**config.mk**
```make
export PLATFORM = sky130hd
export DESIGN_NAME = mem_arbiter
export DESIGN_NICKNAME = d
export VERILOG_FILES = /design/src/rtl/mem_arbiter.sv
export SDC_FILE = /design/constraint.sdc
export NUM_CORES = 1
export LEC_CHECK = 0
export BUFFER_PORTS_ARGS = -buffer_cell sky130_fd_sc_hd__buf_2
export CORE_AREA = 2 2 339 341
export CTS_CLUSTER_SIZE = 8
export DETAILED_ROUTE_END_ITERATION = 7
export DIE_AREA = 0 0 341 343
export MAX_ROUTING_LAYER = met4
export PLACE_DENSITY = 0.32
export SYNTH_ARGS = -nofsm -noshare
export SYNTH_HDL_FRONTEND = slang
export SYNTH_SLANG_ARGS = --single-unit
```
**constraint.sdc**
```tcl
create_clock -name clk -period 4.45 [get_ports clk]
set_input_delay 0.445 -clock clk [delete_from_list [all_inputs] [get_ports clk]]
set_output_delay 0.445 -clock clk [all_outputs]
set_load 0.01 [all_outputs]
```
**src/rtl/mem_arbiter.sv**
```systemverilog
// Two-way arbiter sharing one block-wide main-memory port between the I-cache and D-cache.
// Owner signals are forwarded combinationally; RELEASE swallows the owner's one-cycle-late request drop.
module mem_arbiter #(
  parameter int ADDR_W    = 28,
  parameter int DATA_W    = 128,
  parameter int PRIO_MODE = 0
) (
  input  logic              clk,
  input  logic              proc_reset,
  input  logic              i_read,
  input  logic              i_write,
  input  logic [ADDR_W-1:0] i_addr,
  input  logic [DATA_W-1:0] i_wdata,
  output logic [DATA_W-1:0] i_rdata,
  output logic              i_ready,
  input  logic              d_read,
  input  logic              d_write,
  input  logic [ADDR_W-1:0] d_addr,
  input  logic [DATA_W-1:0] d_wdata,
  output logic [DATA_W-1:0] d_rdata,
  output logic              d_ready,
  output logic              mem_read,
  output logic              mem_write,
  output logic [ADDR_W-1:0] mem_addr,
  output logic [DATA_W-1:0] mem_wdata,
  input  logic [DATA_W-1:0] mem_rdata,
  input  logic              mem_ready,
  output logic              grant_d,
  output logic              busy
);

  typedef enum logic [1:0] {IDLE, BUSY_I, BUSY_D, RELEASE} state_e;

  state_e state_q, state_d;
  logic   last_d_q, last_d_d;   // 1 when the D-cache owned the last completed transfer
  logic   grant_d_q, grant_d_d;
  logic   req_i, req_d, pick_d;

  assign req_i   = i_read | i_write;
  assign req_d   = d_read | d_write;
  assign i_rdata = mem_rdata;
  assign d_rdata = mem_rdata;
  assign grant_d = grant_d_q;
  assign busy    = (state_q == BUSY_I) || (state_q == BUSY_D);

  // Tie-break out of IDLE: D wins alone, under fixed priority, or when I went last.
  assign pick_d = req_d && (!req_i || (PRIO_MODE == 1) || !last_d_q);

  always_ff @(posedge clk or posedge proc_reset) begin
    if (proc_reset) begin
      state_q   <= IDLE;
      last_d_q  <= 1'b0;
      grant_d_q <= 1'b0;
    end else begin
      // NOTE: state registers use non-blocking assignments so every flop samples pre-edge values.
      state_q   <= state_d;
      last_d_q  <= last_d_d;
      grant_d_q <= grant_d_d;
    end
  end

  always_comb begin
    // NOTE: every output and next-state signal gets a default first, so no path infers a latch.
    state_d   = state_q;
    last_d_d  = last_d_q;
    grant_d_d = grant_d_q;
    mem_read  = 1'b0;
    mem_write = 1'b0;
    mem_addr  = '0;
    mem_wdata = '0;
    i_ready   = 1'b0;
    d_ready   = 1'b0;

    case (state_q)
      IDLE: begin
        if (req_i || req_d) begin
          state_d   = pick_d ? BUSY_D : BUSY_I;
          grant_d_d = pick_d;
        end
      end
      BUSY_I: begin
        mem_read  = i_read;
        mem_write = i_write;
        mem_addr  = i_addr;
        mem_wdata = i_wdata;
        i_ready   = mem_ready;
        if (mem_ready) begin
          last_d_d = 1'b0;
          state_d  = RELEASE;
        end
      end
      BUSY_D: begin
        mem_read  = d_read;
        mem_write = d_write;
        mem_addr  = d_addr;
        mem_wdata = d_wdata;
        d_ready   = mem_ready;
        if (mem_ready) begin
          last_d_d = 1'b1;
          state_d  = RELEASE;
        end
      end
      RELEASE: begin
        // The previous owner's request is stale here; only the other cache may be granted.
        if (last_d_q ? req_i : req_d) begin
          state_d   = last_d_q ? BUSY_I : BUSY_D;
          grant_d_d = !last_d_q;
        end else begin
          state_d = IDLE;
        end
      end
      default: state_d = IDLE;
    endcase
  end

endmodule
```
**Yosys cells after proc, flatten, opt, wreduce, memory -nomap -nowiden**

Cells that the tools add are included.

- Bits in registers: 4
- Logic and storage cells: 45
- Output and inout port bits: 418
- Input bits: 447

- Equality and inequality tests: 8
- Bitwise gates (word level): 2
- Reduce and logical (&&, ||, !) cells: 13
- Multiplexer cells: 19

Operators with widths:

| kind | number |
|---|---|
| one-hot mux 128 bit (2 select lines) | 1 |
| one-hot mux 28 bit (2 select lines) | 1 |
| two-way mux 2 bit | 5 |
| != test 2 bit (second input constant) | 4 |
| one-hot mux 1 bit (2 select lines) | 4 |
| two-way mux 1 bit | 7 |
| one-hot mux 2 bit (3 select lines) | 1 |
| AND reduction 3 bit | 2 |
| == test 2 bit (second input constant) | 2 |
| nonzero test 2 bit | 2 |
| logical OR 1 bit | 3 |
| == test 2 x 1 -> 1 bit (second input constant) | 1 |
| zero test 1 bit | 2 |
| zero test 2 bit | 1 |
| != test 2 x 1 -> 1 bit (second input constant) | 1 |
| bitwise OR 1 bit | 2 |
| AND reduction 2 bit | 1 |
| OR reduction 2 bit | 1 |
| logical AND 1 bit | 1 |

**Longest topological paths before layout**

- Word-level depth: 7
- Depth in mapped cells: 7
- Depth with buffers taken out: 5

**Least setup slack after synthesis**

OpenSTA, ideal clock, no wires.

- Kind: register to output
- From: register state_q[0]
- To: output port mem_wdata[100]
- Data required time: 4,005 ps
- Arrival: 1,457 ps
- Buffers on the path: 3
- Cell stages (with the launch flop): 7
- Slack: 2,548 ps
- Path through: dfrtp_1 > inv_1 > ha_1 > buf_6 > buf_6 > clkbuf_1 > nor2b_1

- Cells in the longest elaborated chain, start to end: 2
- Elaborated cells on any way between the ends: 3
- Classes of those cells: eq/ne (2); mux (1)

RTL lines:

| what | RTL line | RTL |
|---|---|---|
| from (decl) | 34 | `state_e state_q, state_d;` |
| from (signal assigned) | 56 | `state_q <= state_d;` |
| == test 2 bit or == test 2 x 1 -> 1 bit (tied branches) | 74 | `case (state_q)` |
| one-hot mux 128 bit (2 select lines) (*) | 74 |  |
| to (decl) | 25 | `output logic [DATA_W-1:0] mem_wdata,` |

Mark *: on every way between the ends. The rest lies on a longest branch, timed or not.

**Worst setup path in the final report**

- From: register state_q[0]
- To: output port mem_wdata[109]

Same word-level chain as after synthesis.

==> results.md <==
* Worst path bufs/invs at 3
* Final Hold Viols at 0
* Routed Antenna Nets at 0
* H-tree depth at 1
* First-pass GRT wire length at 49200 um
* Placer Congestion at 0.736
* Finished Core Util at 0.0624
* Max-Cap Viols at 0
* # setup viols final at 0
* Pwr Density at 613 nW/um^2
* Period utilization at 0.658
* Die Width at ~340 um
* Final Cell Area at 7070 sq um
* Drt pass-1 iters at 5
* DP Area at 6990 sq um
* Critical path type: reg -> out
* Worst-margin pin slew at 862 ps
* Hold Crit Class: in -> async
* Buffers added on ports at 480
* DR iter-0 viols at roughly 320
* Seq cells post-synth at 4
* Post-synthesis cell area at about 4800 sq um
* Worst EP required at between 4000 and 5000 ps
* Mux contribution to synthesized area at 0.00209
* Slowest CP cell: ha_4
* Top-area cell type share of the netlist area at 0.404
* YS warnings at 0
* Num CTS Buffers at 3
* Clock Skew at 0.967 ps
* Clk root buf: clkbuf_16
* Leakage at about 0.003 uW
* Cell breakdown of the critical path: inv_1 > ha_4 > buf_4 > nor2b_1 > buf_2
* CTS Buffer Depth at 2
* Sequential element share of the synthesized area at 0.0209
* Max incr delay on CP at roughly 800 ps
* Post-synthesis cell count at 663
* Vias at around 5400
* Initial antenna violation count at 7
* CP arrival at approximately 2500 ps
* Compound-cell area share of the yosys netlist at 0.263
* CP endpoint kind: output port
* Worst Setup Start Kind: register
* Cell-internal power at 1800 uW
* Post-CTS setup buffer count at 0
* CP top delay family: adder cells
* DR DRC count at 0
* Global router's overall resource usage at 0.0647
* Leading area contributor after synthesis: buf_4
* Cts hold-fix bufs at 0
* Hpwl dp at 35000 um
* Via/cell ratio at 2.29
* Post-Synth Adder-Cell Area at 0.0131
* Core ar. at 113000 sq um
* Sw Ratio at 0.584
* Worst vdd ir at around 0.40 mV
* Synth area leaders: buf_4 40%, a22oi_1 25%, nor2b_1 21%
* Net Count, Synth at between 1000 and 1500
* RSZ-0062 raised after global routing: false
* Post-synth EDFFs at 0
* IO Count at 865
* Post-synth cell types at 23
* Share of power burned in registers at 0.018
* Clock latency on the worst-skew pair at about 220 ps
* Initial Utilization at 0.0422
* Fin nets at 1306
* Main combinational cell family by area after synthesis: buffers and inverters
* Drt wl/cell at between 15 and 20 um
* Worst Setup Slack, final at 1520 ps
* Fill count at about 13000
* Clk sinks at 4
* Setup TNS at 0 ps
* Post-Synth XOR/XNOR Area at 0
* Final Max Slew Viols at 0
* TritonCTS clock tree: yes
* Overall Power at 4330 uW
* Clock transition at path regs at 30 ps
* Place WS at 1640 ps
* Post-Syn Area per Cell at 7.22 sq um
* Largest net degree at the start of global routing at 65
* Die area at around 120000 sq um
* Power share of the combinational group at 0.950
* Share of layout cells above drive strength 1 at 0.592
* Async SR Flop Fraction at 1.00
* Switching pwr at 2530 uW
* Clock power frac at 0.032
* Area occupied by multi-input gates at 2420 sq um
* Simple-gate portion of the synthesized area at 0.218
* Final min period at slightly below 3000 ps
* CTS resizes at 0
* Crit-path max FO at 64
* Outcome: completed
* Layout area overhead at 47.7%
* Die Ht at 343 um
* Core Rows at 124
* GRT overflow at 0
* Prevailing post-synth register cell: dfrtp_1
* Slew headroom at 0.425
* Vias in the first global route at 5368
* Routed WL at 40400 um
* Maximum clock frequency at around 340 MHz
* FF+latch area at 100 sq um
flip-flops by register name, indices dropped and copies added, names as in the netlist:
signal and cells:
grant_d 1, last_d_q 1, state_q 2
routing by layer:
| metal | GRT usage | up-vias | routed length (um) | share of wire |
|---|---|---|---|---|
| li1 | - | 2397 | - | - |
| met1 | 0.0743 | 2417 | 16100 | 0.40 |
| met2 | 0.106 | 527 | 18700 | 0.46 |
| met3 | 0.0235 | 89 | 4370 | 0.11 |
| met4 | 0.0178 | 0 | 1230 | 0.031 |
| met5 | - | - | 0 | 0 |
cell type report:
type	count	area share
tap	1512	0.267
sequential	4	0.0141
multi-input combinational	344	0.342
timing repair buffer	496	0.362
inverter	5	0.00265
clock buffer	3	0.0106
antenna	5	0.00177
synth_stat cells, types with 3 or more instances:
master and instances:
buf_2 20, nand2_1 3, nor2_1 5, clkbuf_1 14
a22oi_1 158, inv_1 5, dfrtp_1 4, buf_4 258
ha_1 5, o21ai_0 4, buf_6 18, nor2b_1 158
layout by cell type (no fill, tap or decap):
master	instances
buf_2	480
a22oi_1	158
nor2b_1	158
buf_4	13
diode_2	5
nor2_1	5
inv_1	5
o21ai_0	4
dfrtp_1	4
nand2_1	3
ha_4	3
clkbuf_16	3
buf_12	3
ha_1	2
a32oi_2	1
nand2b_1	1
nand3_1	1
a31o_1	1
nand3b_1	1
o311ai_1	1
o21ai_1	1
o211ai_1	1
mux2i_1	1
and2_4	1
a21o_1	1
worst paths after layout:
kind                       slack (ps)        endpoint       start  depth (start not counted)
max                              1520  mem_wdata[109]  state_q[0]                          5
min                               110         grant_d  proc_reset                          2
max reg2reg                      2240        last_d_q  state_q[1]                          5
min reg2reg                       570         grant_d     grant_d                          2
max in group asynchronous        4170      state_q[0]  proc_reset                          2
min in group clk                  570         grant_d     grant_d                          2
power groups by stage:
stage          registers, uW  clock network, uW  logic [uW]
6_report                79.2                138        4120
4_1_cts                 80.5                139        4360
3_3_place_gp            80.5                  0        4360
3_5_place_dp            80.7                  0        4340
5_1_grt                 83.5                141        4550
2_1_floorplan           71.7                  0        2650
stage by stage:
step	instances	hold WS, ps
floorplan	663	211
finish	2369	112
detailed placement	2361	350
global placement	2361	344
global route	2365	128
CTS	2364	119
worst register-to-register path, stage by stage (launching register included):
cell and delay (ps):
dfrtp_1 410, inv_1 200, ha_4 550, buf_4 560, nand2_1 170, a21o_1 210
cell families (layout without fill, tap and decap cells):
| group | count (synthesis) | after routing |
|---|---|---|
| fa+ha+maj | 5 | 5 |
| buf+inv | 315 | 504 |
| compound gates | 168 | 168 |
| flops | 4 | 4 |
| simple gates | 170 | 170 |
| mux | 1 | 1 |
| other cells | 0 | 5 |
(Power assumes the default switching activity.)
